<file path="src/rtl/dac_pkg.sv">
// Shared types and constants for the DAC sample feeder.
// Holds the sample/FIFO/divider widths, the playback state enum and the reset value for dac_data.
package dac_pkg;
  localparam int WIDTH     = 8;
  localparam int DEPTH     = 8;
  localparam int DIV_WIDTH = 16;
  localparam int LVL_W     = $clog2(DEPTH) + 1;

  typedef enum logic [1:0] {
    IDLE  = 2'd0,
    RUN   = 2'd1,
    UNDER = 2'd2
  } state_t;

  // Reset and idle value of the DAC input: mid-range code.
  function automatic logic [WIDTH-1:0] midscale();
    return {1'b1, {(WIDTH-1){1'b0}}};
  endfunction
endpackage

</file>
<file path="src/rtl/dac_feeder_if.sv">
// Producer handshake, playback control and DAC-side outputs of dac_feeder.
// The master modport is the controlling side; the slave modport is the feeder.
interface dac_feeder_if;
  logic [dac_pkg::WIDTH-1:0]     s_data;
  logic                          s_valid;
  logic                          s_ready;
  logic                          enable;
  logic [dac_pkg::DIV_WIDTH-1:0] period;
  logic                          underrun_clr;
  logic [dac_pkg::WIDTH-1:0]     dac_data;
  logic                          strobe;
  logic                          underrun;
  logic [dac_pkg::LVL_W-1:0]     level;

  modport master (
    output s_data, s_valid, enable, period, underrun_clr,
    input  s_ready, dac_data, strobe, underrun, level
  );

  modport slave (
    input  s_data, s_valid, enable, period, underrun_clr,
    output s_ready, dac_data, strobe, underrun, level
  );
endinterface

</file>
<file path="src/rtl/dac_fifo.sv">
// Sample FIFO: power-of-two depth, wrapping pointers, explicit occupancy count.
// Push is ignored when full and pop when empty, so callers may request either freely.
module dac_fifo #(
  parameter int W = 8,
  parameter int D = 8
) (
  input  logic                  clk,
  input  logic                  rst,
  input  logic                  push_i,
  input  logic [W-1:0]          din_i,
  input  logic                  pop_i,
  output logic [W-1:0]          dout_o,
  output logic                  full_o,
  output logic                  empty_o,
  output logic [$clog2(D):0]    level_o
);
  localparam int PW = $clog2(D);

  logic [W-1:0]  mem_q [D];
  logic [PW-1:0] wr_q, wr_d;
  logic [PW-1:0] rd_q, rd_d;
  logic [PW:0]   level_q, level_d;
  logic          do_push, do_pop;

  assign full_o  = (level_q == (PW+1)'(D));
  assign empty_o = (level_q == '0);
  assign do_push = push_i && !full_o;
  assign do_pop  = pop_i && !empty_o;
  assign dout_o  = mem_q[rd_q];
  assign level_o = level_q;

  always_comb begin
    wr_d    = wr_q;
    rd_d    = rd_q;
    level_d = level_q;
    if (do_push) wr_d = wr_q + PW'(1);
    if (do_pop)  rd_d = rd_q + PW'(1);
    if (do_push && !do_pop)      level_d = level_q + (PW+1)'(1);
    else if (do_pop && !do_push) level_d = level_q - (PW+1)'(1);
  end

  always_ff @(posedge clk or posedge rst) begin
    if (rst) begin
      wr_q    <= '0;
      rd_q    <= '0;
      level_q <= '0;
    end else begin
      wr_q    <= wr_d;
      rd_q    <= rd_d;
      level_q <= level_d;
    end
  end

  // Storage needs no reset: level gates every read.
  always_ff @(posedge clk) begin
    if (do_push) mem_q[wr_q] <= din_i;
  end
endmodule

</file>
<file path="src/rtl/dac_feeder.sv">
// Buffers producer samples and plays them to a DAC at a programmable sample period.
// A free-running tick counter paces pops from the FIFO into the registered dac_data output.
//
// state | meaning
// IDLE  | playback stopped, counter cleared, dac_data held
// RUN   | playing; last tick found a sample
// UNDER | playing; last tick found the FIFO empty
module dac_feeder
  import dac_pkg::*;
(
  input  logic        clk,
  input  logic        rst,
  dac_feeder_if.slave bus
);
  state_t               state_q, state_d;
  logic [DIV_WIDTH-1:0] cnt_q, cnt_d;
  logic [WIDTH-1:0]     dac_q, dac_d;
  logic                 strobe_q, strobe_d;
  logic                 underrun_q, underrun_d;

  logic [WIDTH-1:0]     fifo_head;
  logic                 fifo_full, fifo_empty;
  logic                 tick, pop;

  dac_fifo #(.W(WIDTH), .D(DEPTH)) u_fifo (
    .clk     (clk),
    .rst     (rst),
    .push_i  (bus.s_valid),
    .din_i   (bus.s_data),
    .pop_i   (pop),
    .dout_o  (fifo_head),
    .full_o  (fifo_full),
    .empty_o (fifo_empty),
    .level_o (bus.level)
  );

  // The enable cycle itself can tick, giving period+1 cycles to the first sample.
  assign tick = bus.enable && (cnt_q == bus.period);
  assign pop  = tick && !fifo_empty;

  assign bus.s_ready  = !fifo_full;
  assign bus.dac_data = dac_q;
  assign bus.strobe   = strobe_q;
  assign bus.underrun = underrun_q;

  always_comb begin
    state_d    = state_q;
    cnt_d      = cnt_q + DIV_WIDTH'(1);
    dac_d      = pop ? fifo_head : dac_q;
    strobe_d   = pop;
    underrun_d = underrun_q;

    if (tick && fifo_empty)    underrun_d = 1'b1;
    else if (bus.underrun_clr) underrun_d = 1'b0;

    if (!bus.enable || tick) cnt_d = '0;

    if (!bus.enable) begin
      state_d = IDLE;
    end else begin
      case (state_q)
        IDLE:    state_d = (tick && fifo_empty) ? UNDER : RUN;
        RUN:     if (tick && fifo_empty) state_d = UNDER;
        UNDER:   if (pop) state_d = RUN;
        default: state_d = IDLE;
      endcase
    end
  end

  always_ff @(posedge clk or posedge rst) begin
    if (rst) begin
      state_q    <= IDLE;
      cnt_q      <= '0;
      dac_q      <= midscale();
      strobe_q   <= 1'b0;
      underrun_q <= 1'b0;
    end else begin
      state_q    <= state_d;
      cnt_q      <= cnt_d;
      dac_q      <= dac_d;
      strobe_q   <= strobe_d;
      underrun_q <= underrun_d;
    end
  end
endmodule

</file>
<file path="src/flat_wrapper.sv">
// flat-port wrapper written by rule: the top's interface ports become plain ports
module dac_feeder_flat import dac_pkg::*;
  (clk, rst, bus_s_data, bus_s_valid, bus_enable, bus_period, bus_underrun_clr, bus_s_ready, bus_dac_data, bus_strobe, bus_underrun, bus_level);
  dac_feeder_if bus_i ();
  input  logic clk;
  input  logic rst;
  input wire logic [$bits(bus_i.s_data)-1:0] bus_s_data;
  input wire logic [$bits(bus_i.s_valid)-1:0] bus_s_valid;
  input wire logic [$bits(bus_i.enable)-1:0] bus_enable;
  input wire logic [$bits(bus_i.period)-1:0] bus_period;
  input wire logic [$bits(bus_i.underrun_clr)-1:0] bus_underrun_clr;
  output wire logic [$bits(bus_i.s_ready)-1:0] bus_s_ready;
  output wire logic [$bits(bus_i.dac_data)-1:0] bus_dac_data;
  output wire logic [$bits(bus_i.strobe)-1:0] bus_strobe;
  output wire logic [$bits(bus_i.underrun)-1:0] bus_underrun;
  output wire logic [$bits(bus_i.level)-1:0] bus_level;
  assign bus_i.s_data = bus_s_data;
  assign bus_i.s_valid = bus_s_valid;
  assign bus_i.enable = bus_enable;
  assign bus_i.period = bus_period;
  assign bus_i.underrun_clr = bus_underrun_clr;
  assign bus_s_ready = bus_i.s_ready;
  assign bus_dac_data = bus_i.dac_data;
  assign bus_strobe = bus_i.strobe;
  assign bus_underrun = bus_i.underrun;
  assign bus_level = bus_i.level;
  dac_feeder u_core (.clk(clk), .rst(rst), .bus(bus_i));
endmodule
</file>
<file path="config.mk">
export PLATFORM = sky130hd
export DESIGN_NAME = dac_feeder_flat
export DESIGN_NICKNAME = d
export VERILOG_FILES = /design/src/rtl/dac_pkg.sv /design/src/rtl/dac_feeder_if.sv /design/src/rtl/dac_fifo.sv /design/src/rtl/dac_feeder.sv /design/src/flat_wrapper.sv
export SDC_FILE = /design/constraint.sdc
export NUM_CORES = 1
export LEC_CHECK = 0
export CELL_PAD_IN_SITES_DETAIL_PLACEMENT = 0
export CELL_PAD_IN_SITES_GLOBAL_PLACEMENT = 2
export CORE_MARGIN = 3
export CORE_UTILIZATION = 35
export DETAILED_ROUTE_END_ITERATION = 10
export PLACE_DENSITY_LB_ADDON = 0.1
export SLEW_MARGIN = 5
export SYNTH_ARGS = -nofsm -noshare
export SYNTH_HDL_FRONTEND = slang
export SYNTH_SLANG_ARGS = --single-unit
</file>
<file path="constraint.sdc">
create_clock -name clk -period 3.14 [get_ports clk]
set_input_delay 0.628 -clock clk [delete_from_list [all_inputs] [get_ports clk]]
set_output_delay 0.628 -clock clk [all_outputs]
set_load 0.03 [all_outputs]
</file>
==> metrics.txt, run 1 <==
first-pass GRT wire length=13.8 mm; crit path DAT=3.10 ns; Post-synth EDFFs=64; die width=117 um; post-synth top area share=44.8%; Hold Crit Depth=1; Pwr Density=656 mW/mm2; Gate Count Post-Synth=between 200 and 300; Met1 Wirelength=3.95 mm; critical path data required time=approximately 3.4 ns; reg2reg start=u_core.cnt_q[8]; initial DRC count=94; synthesis-to-finish area growth=23.3%; clk_skew=0.00999 ns; # diodes=0; Final min period=approximately 2.9 ns; Worst setup EP type=flip-flop; Sink Count=100; fillcell total=1072; num rows=39; Die ar.=0.0136 mm2; H-Tree Depth=3; Sequential Power Share=48.5%; post-synth cell types=33; Slew @ Worst Pin=0.803 ns; switching pwr=886 uW; warnings from Yosys=0; Fmax=approximately 350 MHz; area occupied by registers=0.00282 mm2; peak supply drop=0.310 mV; Tot Pwr=3.46 mW; GRT Residual Overflow=0; WS Path Type=input port to flip-flop; Worst Setup Start Kind=input port; Sw Ratio=25.6%; slew margin rel.=46.5%; CTS clock-pin slew for the worst setup and hold paths=0.07 ns; Clock Latency Late Sink=0.34 ns; WL final=8.43 mm; FF+latch count, synth=100; met2 wire length=between 4 and 5 mm; count of final setup violators=0; worst hold path endpoint=u_core.bus.dac_data[0]; netlist area before placement=between 0.004 and 0.005 mm2; Reg-to-Reg End=u_core.u_fifo.level_o[3]; Core ar.=around 0.012 mm2; Initial Util=between 30% and 40%; area leader, netlist=edfxtp_1; buffer count from post-CTS setup fixing=0; via count=2294; # IOs=44; vias in the first global route=2490; fin nets=364; RSZ-0062 raised after global routing=no; outcome=finished clean; DRT Pass-1 Iters=3; GRT Util Overall=14.0%; dpl hpwl=around 5.5 mm; Gate power share=17.5%; ratio of cells with drive above 1 in the final layout=21.0%; count of pins over their slew limit=0; clock power share=34.0%; final hold violations=0; HP Class=flip-flop to flip-flop; internal power=2.58 mW; met3 WL=256 um; DR WL/cell=17.7 um; number of max-cap violations=0; top sig layer=met4; clock buffer depth=2; HP Start=u_core.bus.dac_data[0]; # resized after CTS=0; Static Leak=1.92 nW; Mean Syn Cell Area=16.1 um2; chip height=117 um; Reg2Reg Depth=12; cells along the critical path=clkdlybuf4s50_1, xnor2_1, nand4_1, nor4_4, nand3_2, ha_1, inv_1, ha_1, a21o_1, a21oi_1, xnor2_1, nor2_1, xor2_1; syn_nets=around 300; number of remaining DRC errors=0; top post-synthesis cells by area=edfxtp_1 45%, dfrtp_1 20%, mux4_2 8.4%, xnor2_1 5.7%, mux2_2 4.7%; initial antenna violation count=0; CTS Root Cell=clkbuf_16; Hold Slack=0.507 ns; crit path from=bus_period[9]; hold buffer count at cts=0; Antenna Nets Post-Route=0; PortBufs=43; Worst Path Max Fanout=2; largest net degree at the start of global routing=37; Num CTS Buffers=9; Final Core Density=45.1%; part of the Yosys area used for sequential elements=between 60% and 70%; Multi-input gate area=0.00139 mm2; Post-synth top flop=edfxtp_1; Final period util=91.4%; Final Wtd Congestion=just under 0.7; vias per cell=between 4 and 5; slowest stage cell, crit path=clkdlybuf4s50_1; slowest cell delay on critical path=0.48 ns; register-to-register setup slack=between 0.5 and 0.6 ns; CTS tree=done; share of synthesized registers carrying an async set or reset=36.0%
==> Yosys cell counts (5+ instances only) <==
cell,instances
dfrtp_1,35
inv_1,5
edfxtp_1,64
nand2b_1,5
nor3_1,5
nand3_1,6
nand4_1,7
mux4_2,16
xnor2_1,28
ha_1,6
mux2_2,18
nor2_1,25
nand2_1,12
xor2_1,9
==> metrics by stage <==
step	std cells	cell area (um2)	TNS [ns]	setup slack [ns]
6_report	476	5280	0	0.270
5_1_grt	476	5280	0	0.00261
4_1_cts	476	5280	0	0.253
3_5_place_dp	460	4960	-0.118	-0.118
3_3_place_gp	460	4960	-0.0774	-0.0774
2_1_floorplan	266	4290	0	0.357
==> area by class of cell <==
cell class | count | share of cell area [%]
flip-flops and latches | 100 | 53.5
multi-input cells | 152 | 26.3
repair buffers | 60 | 10.6
clock buffers | 12 | 4.48
well taps | 143 | 3.39
clock inverters | 4 | 1.44
inverters | 5 | 0.355
==> cells by family (layout without fill, tap and decap cells) <==
family | Yosys count | after routing | synth area share (%)
AOI/OAI and AO/OA | 4 | 4 | 0.555
xor gates and xnor gates | 38 | 38 | 7.94
muxes | 35 | 35 | 13.5
and+or+nand+nor | 68 | 68 | 8.12
buffers and inverters | 14 | 81 | 1.78
DFF | 100 | 100 | 65.9
adders and majority gates | 7 | 7 | 2.22
==> metal layers <==
layer  track usage, %  vias up
met5                0        -
met4             6.42        0
met3             2.90       12
met2             21.9       32
met1             19.0     1149
li1                 -     1101
==> critical path, delay by kind of cell <==
| kind | cells | cell delay [ns] |
|---|---|---|
| AOI/OAI and AO/OA | 2 | 0.33 |
| and+or+nand+nor | 4 | 0.74 |
| buffers and inverters | 2 | 0.55 |
| adders and majority gates | 2 | 0.43 |
| xor gates and xnor gates | 3 | 0.41 |
==> flip-flops by register name, summed over array words and instances (netlist names) <==
name	flops
u_core.bus.strobe	1
u_core.u_fifo.wr_q	3
u_core.u_fifo.rd_q	3
u_core.u_fifo.level_o	4
u_core.u_fifo.mem_q	64
u_core.cnt_q	16
u_core.bus.underrun	1
u_core.bus.dac_data	8
==> power by group through the flow <==
stage | combinational, mW | sequential [mW] | clock, mW
after floorplan | 0.314 | 1.74 | 0
after global routing | 0.675 | 1.70 | 1.26
after CTS | 0.621 | 1.68 | 1.22
after global placement | 0.612 | 1.70 | 0
after detailed placement | 0.618 | 1.71 | 0
final | 0.606 | 1.68 | 1.18
==> worst max path at each step <==
stage | end | slack (ns) | depth (start not counted)
after floorplan | u_core.u_fifo.level_o[3] | 0.36 | 12
after global placement | u_core.u_fifo.level_o[3] | -0.08 | 13
after detailed placement | u_core.u_fifo.level_o[3] | -0.12 | 13
after CTS | u_core.u_fifo.level_o[3] | 0.25 | 13
after global routing | u_core.u_fifo.level_o[3] | 0.003 | 13
final | u_core.u_fifo.level_o[3] | 0.27 | 13
==> placed cells by master (no fill, tap or decap), types with 2 or more instances in the layout <==
master	netlist	layout
xor2_1	9	9
and3_1	3	3
nand2_1	12	12
clkbuf_16	0	9
mux2_2	18	18
inv_1	5	5
nand3_1	6	5
ha_1	6	6
nand4_1	7	7
nor2_1	25	25
clkdlybuf4s50_1	0	43
edfxtp_1	64	64
nor3_1	5	5
clkbuf_1	3	3
xnor2_1	28	28
mux4_2	16	16
nand2b_1	5	5
bufinv_16	0	2
buf_4	2	17
dfrtp_1	35	35
Note: power is estimated with default switching activity, not from simulation.
==> inputs of run 2 (changes only) <==
- ABC_AREA: unset -> 0
==> results of run 2 <==
Final layout, timing and power as in run 1 (identical DEF).
==> inputs of run 3 (changes only) <==
- ABC_CLOCK_PERIOD_IN_PS: unset -> 3140
- CAP_MARGIN: unset -> 20
==> results of run 3 <==
Final layout, timing and power as in run 1 (identical DEF).
